File: config.mk
export PLATFORM = sky130hd
export DESIGN_NAME = instr_fetch_unit
export DESIGN_NICKNAME = d
export VERILOG_FILES = /design/src/rtl/instr_fetch_unit.sv
export SDC_FILE = /design/constraint.sdc
export NUM_CORES = 1
export LEC_CHECK = 0
export BUFFER_PORTS_ARGS = -buffer_cell sky130_fd_sc_hd__buf_2
export CAP_MARGIN = 20
export CORE_MARGIN = 4
export CORE_UTILIZATION = 30
export DETAILED_ROUTE_END_ITERATION = 16
export GPL_ROUTABILITY_DRIVEN = 0
export PLACE_DENSITY_LB_ADDON = 0.08
export SLEW_MARGIN = 25
export SYNTH_ARGS = -nofsm -noshare
export SYNTH_HDL_FRONTEND = slang
export SYNTH_SLANG_ARGS = --single-unit
File: constraint.sdc
create_clock -name clk -period 4.25 [get_ports clk]
set_input_delay 0.2125 -clock clk [delete_from_list [all_inputs] [get_ports clk]]
set_output_delay 0.2125 -clock clk [all_outputs]
set_load 0.01 [all_outputs]
File: src/rtl/instr_fetch_unit.sv
// Instruction fetch unit: turns a PC fetch request into a single Avalon-style
// read, holds the returned word and reports completion or faults to control.
module instr_fetch_unit #(
  parameter bit          ENDIAN_SWAP    = 1'b1,
  parameter int unsigned TIMEOUT_CYCLES = 255
) (
  input  logic        clk,
  input  logic        reset,
  input  logic        fetch_req,
  input  logic [31:0] pc,
  input  logic        flush,
  output logic [31:0] instr,
  output logic        instr_valid,
  output logic        fetch_done,
  output logic        fetch_error,
  output logic [1:0]  error_code,
  output logic        busy,
  output logic [31:0] mem_address,
  output logic        mem_read,
  output logic [3:0]  mem_byteenable,
  input  logic        mem_waitrequest,
  input  logic [31:0] mem_readdata
);

  typedef enum logic [1:0] {IDLE, READ, ERROR} state_t;

  localparam logic [1:0] ERR_NONE      = 2'b00;
  localparam logic [1:0] ERR_MISALIGN  = 2'b01;
  localparam logic [1:0] ERR_TIMEOUT   = 2'b10;

  state_t      state_q, state_d;
  logic [31:0] instr_q, instr_d;
  logic        instr_valid_q, instr_valid_d;
  logic        fetch_done_q, fetch_done_d;
  logic        fetch_error_q, fetch_error_d;
  logic [1:0]  error_code_q, error_code_d;
  logic [31:0] mem_address_q, mem_address_d;
  logic        mem_read_q, mem_read_d;
  logic [31:0] timer_q, timer_d;
  logic        flushed_q, flushed_d;
  logic [31:0] rd_word;

  assign rd_word = ENDIAN_SWAP ? {mem_readdata[7:0], mem_readdata[15:8],
                                  mem_readdata[23:16], mem_readdata[31:24]}
                               : mem_readdata;

  always_comb begin
    state_d       = state_q;
    instr_d       = instr_q;
    instr_valid_d = instr_valid_q;
    fetch_done_d  = 1'b0;
    fetch_error_d = fetch_error_q;
    error_code_d  = error_code_q;
    mem_address_d = mem_address_q;
    mem_read_d    = mem_read_q;
    timer_d       = timer_q;
    flushed_d     = flushed_q;

    if (flush) begin
      instr_valid_d = 1'b0;
    end

    case (state_q)
      IDLE, ERROR: begin
        if (fetch_req) begin
          fetch_error_d = 1'b0;
          error_code_d  = ERR_NONE;
          instr_valid_d = 1'b0;
          flushed_d     = 1'b0;
          if (pc[1:0] != 2'b00) begin
            state_d       = ERROR;
            fetch_error_d = 1'b1;
            error_code_d  = ERR_MISALIGN;
          end else begin
            mem_address_d = pc;
            mem_read_d    = 1'b1;
            timer_d       = 32'd0;
            state_d       = READ;
          end
        end
      end

      READ: begin
        // A flush anywhere in the transaction poisons its data, so remember it
        if (flush) begin
          flushed_d = 1'b1;
        end
        if (mem_waitrequest) begin
          timer_d = timer_q + 32'd1;
          if ((TIMEOUT_CYCLES != 0) && ((timer_q + 32'd1) == TIMEOUT_CYCLES)) begin
            mem_read_d    = 1'b0;
            state_d       = ERROR;
            fetch_error_d = 1'b1;
            error_code_d  = ERR_TIMEOUT;
          end
        end else begin
          mem_read_d = 1'b0;
          state_d    = IDLE;
          if (!(flush || flushed_q)) begin
            instr_d       = rd_word;
            instr_valid_d = 1'b1;
            fetch_done_d  = 1'b1;
          end
        end
      end

      default: state_d = IDLE;
    endcase
  end

  always_ff @(posedge clk) begin
    if (reset) begin
      state_q       <= IDLE;
      instr_q       <= 32'd0;
      instr_valid_q <= 1'b0;
      fetch_done_q  <= 1'b0;
      fetch_error_q <= 1'b0;
      error_code_q  <= ERR_NONE;
      mem_address_q <= 32'd0;
      mem_read_q    <= 1'b0;
      timer_q       <= 32'd0;
      flushed_q     <= 1'b0;
    end else begin
      state_q       <= state_d;
      instr_q       <= instr_d;
      instr_valid_q <= instr_valid_d;
      fetch_done_q  <= fetch_done_d;
      fetch_error_q <= fetch_error_d;
      error_code_q  <= error_code_d;
      mem_address_q <= mem_address_d;
      mem_read_q    <= mem_read_d;
      timer_q       <= timer_d;
      flushed_q     <= flushed_d;
    end
  end

  assign instr          = instr_q;
  assign instr_valid    = instr_valid_q;
  assign fetch_done     = fetch_done_q;
  assign fetch_error    = fetch_error_q;
  assign error_code     = error_code_q;
  assign busy           = (state_q == READ);
  assign mem_address    = mem_address_q;
  assign mem_read       = mem_read_q;
  assign mem_byteenable = {4{mem_read_q}};

endmodule

==> qor.csv, run 1 <==
metric,value,unit
syn_area,4840,sq um
die_y,135,um
antenna_found_initial,0,
io_buffer_count,143,
cellPowerDensity,343,nW/um^2
synth.top_cells.by_count,"nand2_1 (157), dfxtp_1 (105), a21oi_1 (95)",
clockBufferDepth,2,
leakage,2.31,nW
multi_input_area,2510,sq um
tns,0,ns
maxCapViolations,0,
yosysTopAreaCell,dfxtp_1,
fmax,0.292,GHz
post-route-period-util,80.6,%
worstReg2RegStart,timer_q[0],
critPathBufInv,0,
yosysTopAreaCellShare,43.4,%
crit_top_cell,nand4_1,
fin_crit,3.42,ns
placed_cell_area,5690,sq um
grt_max_degree,69,
hold_viol,0,
clk_pin_slew_worst_paths,0.08,ns
seq_area,2100,sq um
holdCritPathClass,in2reg,
cp_max_fo,9,
r2r_slack,0.83,ns
io_pins,144,
fin_skew,0.0111,ns
rsz0062_at_grt,false,
worstSkewPairLatency,0.36,ns
cts_tree,done,
synth_warnings,0,
die_w,135,um
drt_iter0_markers,228,
required,4.48,ns
avgRoutedWirePerCell,14.4,um
fin_nets,830,
min_path_cells,3,
post_cts_buffers,0,
status,finished clean,
via_per_inst,4.91,
routed-wl-met3,743,um
top_layer_used,met4,
clock_sinks,105,
clockRootBuffer,clkbuf_16,
total_power,0.00207,W
synth-edff-count,0,
met1_length,6290,um
row_count,46,
crit_type,reg2reg,
syn_avg_cell_area,7.42,sq um
peakVddDrop,180,uV
cts_max_level,3,
wl,14200,um
grt_use_total,15.2,%
cts.repair.resized,0,
cpMaxStageDelayCell,or4_1,
dp_hpwl,10100,um
cp_slowest_stage_delay,0.62,ns
detail-route-antenna-nets,0,
worstReg2RegEnd,mem_read,
postSynthCellCount,653,
synthArstFlopShare,0,%
start_kind,flop,
drive_gt1_share,23.6,%
drv_slew,0,
start_util,30.6,%
postCtsHoldBufs,0,
nFillCells,1690,
yosysUniqueCellTypes,54,
crit_family,simple AND/OR/NAND/NOR gates,
holdCritStartpoint,mem_readdata[31],
synth_ff_type,dfxtp_1,
coreArea,15800,sq um
grt_overflow,0,
die-area,18200,sq um
finalSetupViolCount,0,
grt_pass1_wl,22600,um
met2_length,6820,um
crit_chain,ha_1 -> nand4_1 -> nor4_2 -> nand3_1 -> a2111oi_0 -> nand4_1 -> or4_1 -> a21oi_1 -> nor3_1,
synth.area.top_cells,"dfxtp_1 (43%), nand2_1 (12%), a21oi_1 (9.8%)",
endpoint_kind,flop,
final_util,38.1,%
cts_buffers,9,
dr_total_vias,4818,
detail_route.drc_violations,0,
final_area,6030,sq um
yosysMostFrequentCell,nand2_1,
arrival,3.65,ns
max_slew_margin,34.1,%
ys_seq_area_share,43.4,%
worst_slew_pin_slew,0.980,ns
whs_endpoint,instr[7],
grt_pass1_vias,4476,
synth_fp_nets,724,
dr.pass1.iters,4,
area_growth,24.5,%
reg2regPathDepth,9,
synth-seq-cells,105,
per-layer routing:
metal | GRT usage (%) | vias up
met2 | 25.7 | 119
met5 | 0 | -
li1 | - | 2477
met1 | 19.4 | 2202
met4 | 6.05 | 0
met3 | 2.65 | 20
where the power goes:
part / switching [W] / internal (W) / leakage (nW) / total (W)
clock: 0.000400 / 0.000527 / 0.159 / 0.000927
sequential: 0.00000835 / 0.000998 / 0.849 / 0.00101
combinational: 0.0000781 / 0.0000538 / 1.31 / 0.000132
total: 0.000487 / 0.00158 / 2.31 / 0.00207
through the flow:
stage	setup slack (ns)	std cells	hold WS [ns]
after floorplan	1.38	653	0.348
after global placement	0.936	963	0.439
after detailed placement	0.843	964	0.442
after CTS	0.842	980	0.0671
after global routing	0.456	980	0.0774
final	0.826	981	0.0844
registers in the layout (all words and copies together) (netlist names):
register     count
fetch_error      1
mem_read         1
fetch_done       1
mem_address     32
state_q          2
flushed_q        1
instr           32
instr_valid      1
error_code       2
timer_q         32
worst register-to-register path, delay by kind of cell, from the launching register on:
family                     cells  cell delay (ns)
AOI/OAI and AO/OA              2             0.60
adders and majority gates      1             0.35
DFF                            1             0.49
and+or+nand+nor                6             1.87
how the worst max path moves through the flow:
stage,from,cells after the start,endpoint
after global placement,timer_q[0],9,mem_read
after detailed placement,timer_q[0],9,mem_read
after CTS,timer_q[0],9,mem_read
final,timer_q[0],9,mem_read
after global routing,timer_q[0],9,fetch_error
after floorplan,timer_q[1],8,error_code[1]
cell type report:
cell class | count | area share, %
Clock inverter | 7 | 1.83
Inverter | 4 | 0.249
Sequential cell | 105 | 34.9
Multi-Input combinational cell | 489 | 41.7
Antenna cell | 1 | 0.0415
Timing Repair Buffer | 150 | 13.1
Tap cell | 216 | 4.48
Clock buffer | 9 | 3.74
cell usage in the layout (no fill, tap or decap), drive strengths merged, types with 6 or more instances in the layout:
master / count
nand2: 157
buf: 150
dfxtp: 105
a21oi: 95
nor2: 52
o21ai: 25
nor3: 22
nand3: 20
nor4: 12
nand4: 10
clkbuf: 9
or4: 8
a31oi: 7
or3: 7
a311oi: 7
and2: 6
a211oi: 6
inv: 6
cells by family after synthesis:
family                   count (synthesis)  synth area share (%)
multiplexers                             2                 0.413
buffers and inverters                   59                  5.17
XOR/XNOR                                 9                  1.63
AO/OA/AOI/OAI                          160                  18.8
AND/OR/NAND/NOR                        316                  30.1
flip-flops                             105                  43.4
adder cells (fa/ha/maj)                  2                 0.516
Power figures use the tool's default switching activity.
==> run 2: changes to the inputs <==
- clock period: 4.25 -> 2.85 ns (I/O delays scaled with it)
==> run 2 against run 1 <==
Compared with the run above: the flow now finishes with violations (setup timing); via count is 3.6% higher; clock skew is 0.00053 ns higher; sequential power is 49% higher; routed wire length is 4.8% higher; register-to-register slack worse by 0.87 ns; setup slack worse by 0.87 ns; fmax is 18% higher; clock power is 39% higher; critical path depth is 1 lower.
==> qor.csv, run 2 (synthesis gave the netlist of run 1 again) <==
metric,value,unit,change
status,"finished, violations left",,
violations,setup timing,,
grt_overflow,0,,unchanged
critPathBufInv,1,,+1
cellPowerDensity,465,nW/um^2,+36%
crit_family,simple AND/OR/NAND/NOR gates,,
dp_hpwl,10700,um,+6.2%
cpMaxStageDelayCell,or4_4,,
power_switching,0.000728,W,+49%
dpl_worst_slack,-0.0556,ns,-0.898 ns
wl,14800,um,+4.8%
crit_top_cell,or4_4,,
holdCritPathClass,in2reg,,
grt_pass1_wl,23400,um,+3.9%
grt_max_degree,49,,-29%
leakage,2.57,nW,+11%
final_util,40.6,%,+2.5 points
antenna_cells,0,,-1
hold_viol,0,,unchanged
die_y,135,um,unchanged
fin_hold_ws,0.0231,ns,-0.0613 ns
cts_buffers,9,,unchanged
die_w,135,um,unchanged
clk_pin_slew_worst_paths,0.08,ns,about the same
p_sw_share,24.3,%,+0.77 points
start_util,30.6,%,unchanged
avgRoutedWirePerCell,14.4,um,about the same
crit_type,reg2reg,,
cts_tree,done,,
row_count,46,,unchanged
cts_max_level,3,,unchanged
via_per_inst,4.86,,-1.0%
rsz0062_at_grt,true,,
endpoint_kind,flop,,
maxCapViolations,0,,unchanged
start_kind,flop,,
fin_nets,878,,+5.8%
detail-route-antenna-nets,0,,unchanged
total_power,0.00299,W,+45%
crit_chain,ha_4 -> nand4_1 -> or4_4 -> buf_6 -> o31a_1 -> or4_1 -> or4_4 -> a21oi_2,,
antenna_found_initial,0,,unchanged
clockRootBuffer,clkbuf_16,,
cp_slowest_stage_delay,0.59,ns,-0.03 ns
fin_skew,0.0116,ns,+0.000527 ns
die-area,18200,sq um,unchanged
p_int,0.00226,W,+43%
clockBufferDepth,2,,unchanged
grt_pass1_vias,4677,,+4.5%
required,3.12,ns,-1.36 ns
fmax,0.345,GHz,+18%
peakVddDrop,260,uV,+44%
arrival,3.17,ns,-0.48 ns
final_common_cell,nand2_1,,
io_pins,144,,unchanged
worstSkewPairLatency,0.35,ns,about the same
coreArea,15800,sq um,unchanged
worst_slew_pin_slew,0.653,ns,-0.327 ns
drv_slew,0,,unchanged
pwr-share-comb,6.7,%,+0.3 points
dr.pass1.iters,7,,+3
seqPwrFrac,50.2,%,+1.5 points
nFillCells,1683,,-0.41%
setup_slack,-0.0464,ns,-0.872 ns
io_buffer_count,143,,unchanged
cp_max_fo,7,,-2
detail_route.drc_violations,0,,unchanged
postCtsHoldBufs,0,,unchanged
drive_gt1_share,29.8,%,+6.3 points
post-route-period-util,102,%,+21 points
area_growth,32.7,%,
grt_use_total,15.8,%,+0.52 points
finalSetupViolCount,2,,+2
drt_iter0_markers,193,,-15%
clock_sinks,105,,unchanged
clkPwrFrac,43.1,%,-1.8 points
layout_common_cells,"nand2_1 (156), buf_2 (142), dfxtp_1 (102)",,
dr_total_vias,4991,,+3.6%
max_slew_margin,56.5,%,+22 points
fin_crit,2.90,ns,-0.528 ns
-- run 2: cell count changes in the layout (fill, tap and decap cells not counted), sizes merged --
cell and change:
buf +48, bufinv -1, diode -1
-- run 2: metal layers --
layer | vias to the layer above | GRT usage [%] | routed length, um
met1 | 2299 | 20.4 | 6580
met4 | 0 | 4.59 | 157
li1 | 2581 | - | -
met3 | 12 | 3.32 | 749
met5 | - | 0 | 0
met2 | 99 | 26.5 | 7360
-- run 2: repair_timing --
action	CTS	global route
gates resized for setup	3	18
buffers inserted	0	4
pin swaps	1	9
endpoints found under the setup margin	6	6
-- run 2: path summary, 6_finish.rpt --
check,depth (start not counted),to,startpoint,slack [ns]
setup / recovery,8,state_q[1],timer_q[1],-0.05
hold / removal,3,instr[14],mem_readdata[22],0.02
setup reg to reg,8,state_q[1],timer_q[1],-0.05
hold reg to reg,2,mem_address[10],mem_address[10],0.45
-- run 2: metrics by stage --
step	setup TNS (ns)	cell area, sq um	instances
after floorplan	0	4850	653
after global placement	-0.187	5990	1008
after detailed placement	-0.121	6000	1008
after CTS	0	6310	1023
after global routing	-0.607	6430	1027
final	-0.0856	6430	1027
-- run 2: area by class of cell --
cell class                 count  area (sq um)  share of cell area (%)
multi-input combinational    489          2600                    40.4
sequential                   105          2110                    32.8
timing repair buffer         198          1130                    17.7
tap                          216           270                    4.20
clock buffer                   9           225                    3.50
clock inverter                 6          77.6                    1.21
inverter                       4          15.0                   0.234
-- run 2: tightest hold or removal path, stage by stage --
cell and delay (ns):
buf_2 0.09, nand2_1 0.05, a21oi_1 0.05
-- run 2: power by group through the flow --
stage | registers (W) | clock network, W | logic, W
4_1_cts | 0.00150 | 0.00133 | 0.000200
3_3_place_gp | 0.00153 | 0 | 0.000198
6_report | 0.00150 | 0.00129 | 0.000200
2_1_floorplan | 0.00154 | 0 | 0.0000890
3_5_place_dp | 0.00154 | 0 | 0.000199
5_1_grt | 0.00150 | 0.00140 | 0.000221
